[src/rtl/cory_pkg.sv]
// Shared definitions for the cory_flop register slice and the blocks that use it.
package cory_pkg;

    // Occupancy of the two-entry slice: nothing held, main only, or main plus skid.
    typedef enum logic [1:0] {
        EMPTY = 2'd0,
        ONE   = 2'd1,
        FULL  = 2'd2
    } cory_state_t;

endpackage

[src/rtl/cory_flop.sv]
// Two-entry valid/ready register slice (main + skid).
// Both the forward path (o_z_v, o_z_d) and the backward path (o_a_r) come straight
// from flops, so this slice breaks timing in both directions.
module cory_flop
    import cory_pkg::*;
#(
    parameter int N = 8
) (
    input  logic         clk,
    input  logic         reset,
    input  logic         i_a_v,
    input  logic [N-1:0] i_a_d,
    output logic         o_a_r,
    output logic         o_z_v,
    output logic [N-1:0] o_z_d,
    input  logic         i_z_r
);

`ifdef SIM
    // A zero-width slice makes no sense; stop the simulation early.
    initial begin
        if (N < 1) begin
            $display("cory_flop: ERROR parameter N=%0d must be at least 1", N);
            $finish;
        end
    end
`endif

    cory_state_t state;
    cory_state_t next_state;

    logic         a_r_q;
    logic         z_v_q;
    logic [N-1:0] main_q;
    logic [N-1:0] skid_q;

    logic in_xfer;
    logic out_xfer;
    logic load_main;
    logic load_skid;
    logic main_from_skid;

    assign o_a_r = a_r_q;
    assign o_z_v = z_v_q;
    assign o_z_d = main_q;

    // Handshakes use the registered ready/valid only, so i_z_r is ignored while empty.
    assign in_xfer  = i_a_v & a_r_q;
    assign out_xfer = z_v_q & i_z_r;

    // Next occupancy and which data register loads this cycle.
    always_comb begin
        next_state     = state;
        load_main      = 1'b0;
        load_skid      = 1'b0;
        main_from_skid = 1'b0;
        case (state)
            EMPTY: begin
                if (in_xfer) begin
                    next_state = ONE;
                    load_main  = 1'b1;
                end
            end
            ONE: begin
                if (in_xfer && !out_xfer) begin
                    next_state = FULL;
                    load_skid  = 1'b1;
                end else if (in_xfer && out_xfer) begin
                    load_main  = 1'b1;
                end else if (out_xfer) begin
                    next_state = EMPTY;
                end
            end
            FULL: begin
                if (out_xfer) begin
                    next_state     = ONE;
                    load_main      = 1'b1;
                    main_from_skid = 1'b1;
                end
            end
            default: begin
                next_state = EMPTY;
            end
        endcase
    end

    // State register plus ready/valid flops decoded from the next state ahead of time.
    always_ff @(posedge clk) begin
        if (reset) begin
            state <= EMPTY;
            a_r_q <= 1'b1;
            z_v_q <= 1'b0;
        end else begin
            state <= next_state;
            a_r_q <= (next_state != FULL);
            z_v_q <= (next_state != EMPTY);
        end
    end

    // Data registers only load when their entry is written, so unqualified data never lands.
    always_ff @(posedge clk) begin
        if (reset) begin
            main_q <= '0;
            skid_q <= '0;
        end else begin
            if (load_main) begin
                main_q <= main_from_skid ? skid_q : i_a_d;
            end
            if (load_skid) begin
                skid_q <= i_a_d;
            end
        end
    end

endmodule

[config.mk]
export PLATFORM = sky130hd
export DESIGN_NAME = cory_flop
export DESIGN_NICKNAME = d
export VERILOG_FILES = /design/src/rtl/cory_pkg.sv /design/src/rtl/cory_flop.sv
export SDC_FILE = /design/constraint.sdc
export NUM_CORES = 1
export LEC_CHECK = 0
export CAP_MARGIN = 20
export CORE_ASPECT_RATIO = 1.4
export CORE_MARGIN = 4
export CORE_UTILIZATION = 40
export DETAILED_ROUTE_END_ITERATION = 10
export PLACE_DENSITY = 0.64
export SLEW_MARGIN = 20
export SYNTH_ARGS = -nofsm -noshare
export SYNTH_HDL_FRONTEND = slang
export SYNTH_SLANG_ARGS = --single-unit
export TNS_END_PERCENT = 10
[constraint.sdc]
create_clock -name clk -period 2.88 [get_ports clk]
set_input_delay 0.432 -clock clk [delete_from_list [all_inputs] [get_ports clk]]
set_output_delay 0.432 -clock clk [all_outputs]
set_load 0.01 [all_outputs]
==> results.json <==
{
  "fmax_mhz": 521.1,
  "wl_per_cell_um": 13.07,
  "worstPathMaxFanout": 9,
  "ys_warn_count": 0,
  "syn_to_final_growth_pct": 26.45,
  "critPathLaunchType": "input pin",
  "grt_antenna_before_repair": 0,
  "ys_seq_area_share_pct": 46.51,
  "diodes": 0,
  "synth_top_family_by_area": "multiplexers",
  "holdPathEnd": "o_z_d[1]",
  "core_um2": 1997,
  "synth.largest_area_cell": "dfxtp_1",
  "globalRouteOverflowTotal": 0,
  "dieWidth_um": 47.21,
  "die_area_um2": 2969,
  "synthTopCellsByCount": "dfxtp_1 (20), mux2i_1 (16), nor2_1 (15)",
  "worst_r2r_path_depth": 4,
  "p_leak_nw": 0.5034,
  "synth.cell_area_um2": 860.8,
  "min-delay-start": "o_z_d[1]",
  "cts_buffer_depth": 2,
  "dp_hpwl_mm": 1.145,
  "crit_path_top_delay_cell": "nand4bb_1",
  "synth_edf_count": 0,
  "hold_depth": 2,
  "synth.most_common_cell": "dfxtp_1",
  "clkTransAtPathRegs_ns": 0.10,
  "drv_slew": 0,
  "gp_congestion": 0.7848,
  "drive_gt1_share_pct": 9.901,
  "route.detailed.drc": 0,
  "min_period_ns": 1.919,
  "grt_setup_unrepaired": "false",
  "tns_ns": 0,
  "portBuffers": 21,
  "cpLargestDelayFamily": "simple AND/OR/NAND/NOR gates",
  "finClkSkew_ns": 0.004753,
  "start_util_pct": 43.11,
  "syn_avg_cell_area_um2": 10.63,
  "htreeDepth": 1,
  "rrSetupSlack_ns": 1.15,
  "grt_pass1_wl_mm": 2.539,
  "dpl.cell_count": 119,
  "grt_max_degree": 20,
  "power.total_uw": 579.5,
  "pin_count": 22,
  "crit_path_end_kind": "flip-flop",
  "antenna_left": 0,
  "seqCellArea_um2": 400.4,
  "cts_made_buffers": 3,
  "crit_buf_inv": 1,
  "nFillCells": 200,
  "synth_xor_area_share_pct": 0,
  "async_flop_share_pct": 0,
  "viasPerCell": 5.213,
  "multi_input_comb_area_um2": 417.9,
  "crit_chain": "clkdlybuf4s50_1 > nand2_1 > nand4bb_1 > mux2i_1 > nor2_1",
  "cts_resized": 0,
  "p_per_area_nw_per_um2": 532.3,
  "drtPass1Iterations": 5,
  "grt_use_total_pct": 11.18,
  "synth_top_area_share_pct": 46.51,
  "worst_pin_slew_ns": 0.7190,
  "insertion_delay_ns": 0.28,
  "worst-endpoint-required_ns": 3.03,
  "cts_root_buffer": "clkbuf_4",
  "vdd_drop_max_uv": 334.6,
  "max_stage_delay_ns": 0.63,
  "ys.flop_type": "dfxtp_1",
  "holdCritPathClass": "reg -> reg",
  "cts_tree": "yes",
  "slew_headroom_pct": 51.92,
  "drt-total-wl_mm": 1.595,
  "crit_arrival_ns": 2.07,
  "nets": 115,
  "synth_fp_nets": 93,
  "max_cap_violations": 0,
  "timing_hold_violations_final": 0,
  "ys_ff_latch": 20,
  "post-route-period-util_pct": 66.63,
  "synth-simple-area-share_pct": 14.68,
  "rr_endpoint": "o_z_d[5]",
  "dp_slack_ns": 0.6462,
  "synth_cells": 81,
  "stdcell_count": 122,
  "path_class": "in -> reg",
  "reg2reg_from": "state[1]",
  "die_height_um": 62.89,
  "cts.sinks": 20,
  "setup_slack_ns": 0.9610,
  "num_rows": 19,
  "yosys-mux-area-fraction_pct": 19.91,
  "status": "finished, final reports clean",
  "synth_fa_ha_area_share_pct": 0,
  "grt_pass1_vias": 617,
  "yosysUniqueCellTypes": 22,
  "postCtsSetupBuffers": 0,
  "hold_buffers": 0,
  "setup_viol_count_final": 0,
  "dr.first_iter.drc_count": 10,
  "synth-compound-area-share_pct": 13.95,
  "synth_area_leaders": "dfxtp_1 (47%), mux2i_1 (19%), nor2_1 (6.5%)",
  "cp-startpoint": "i_a_v",
  "vias": 636
}
[sequential cells by signal (all words and copies together), names as in the netlist]
register,flops
skid_q,8
o_a_r,1
o_z_v,1
o_z_d,8
state,2
[tightest hold or removal path, cell delays in order, from the launching register on]
cell and delay (ns):
dfxtp_1 0.32, nor2_1 0.09, a211oi_1 0.05
[cell usage in the layout, fill, tap and decap left out, types with 2 or more instances in the layout]
master / n
a211oi_1: 6
a211oi_2: 2
a21o_1: 2
clkbuf_4: 3
clkdlybuf4s50_1: 21
dfxtp_1: 20
mux2i_1: 16
nand2_1: 2
nand4bb_1: 2
nor2_1: 15
nor2_2: 2
[per-layer routing]
| layer | track usage [%] | up-vias | share of wire, % |
|---|---|---|---|
| li1 | - | 329 | - |
| met1 | 14.51 | 285 | 47 |
| met2 | 17.86 | 20 | 47 |
| met3 | 1.729 | 2 | 5.1 |
| met4 | 4.152 | 0 | 0.63 |
| met5 | 0 | - | 0 |
[worst max-delay path by stage]
stage / cells past startpoint / to
2_1_floorplan: 6 / o_z_d[3]
3_3_place_gp: 5 / skid_q[4]
3_5_place_dp: 5 / skid_q[0]
4_1_cts: 5 / skid_q[0]
5_1_grt: 5 / skid_q[6]
6_report: 5 / skid_q[0]
[layout make-up]
class | instances | share of cell area [%]
repair buffers | 22 | 20.00
well taps | 21 | 2.414
clock buffers | 3 | 2.069
inverters | 1 | 0.3448
multi-input cells | 55 | 38.39
flip-flops and latches | 20 | 36.78
[per-stage QoR]
step / area (µm²) / utilization [%] / hold WS [ns]
4_1_cts: 1089 / 54.51 / 0.5056
3_3_place_gp: 1066 / 53.38 / 0.4776
2_1_floorplan: 860.8 / - / 0.4627
6_report: 1089 / 54.51 / 0.5020
5_1_grt: 1089 / 54.51 / 0.5286
3_5_place_dp: 1066 / 53.38 / 0.4906
[power breakdown]
group          internal [mW]  switching (mW)
logic                 0.0766          0.0605
registers              0.302          0.0179
clock network         0.0485          0.0738
[cell families (layout without fill, tap and decap cells)]
kind of cell           count (synthesis)  count (layout)
flip-flops                            20              20
multiplexers                          17              17
buffers and inverters                  6              26
AND/OR/NAND/NOR                       25              25
AO/OA/AOI/OAI                         13              13
No activity file was read; power rests on OpenSTA's default activity.
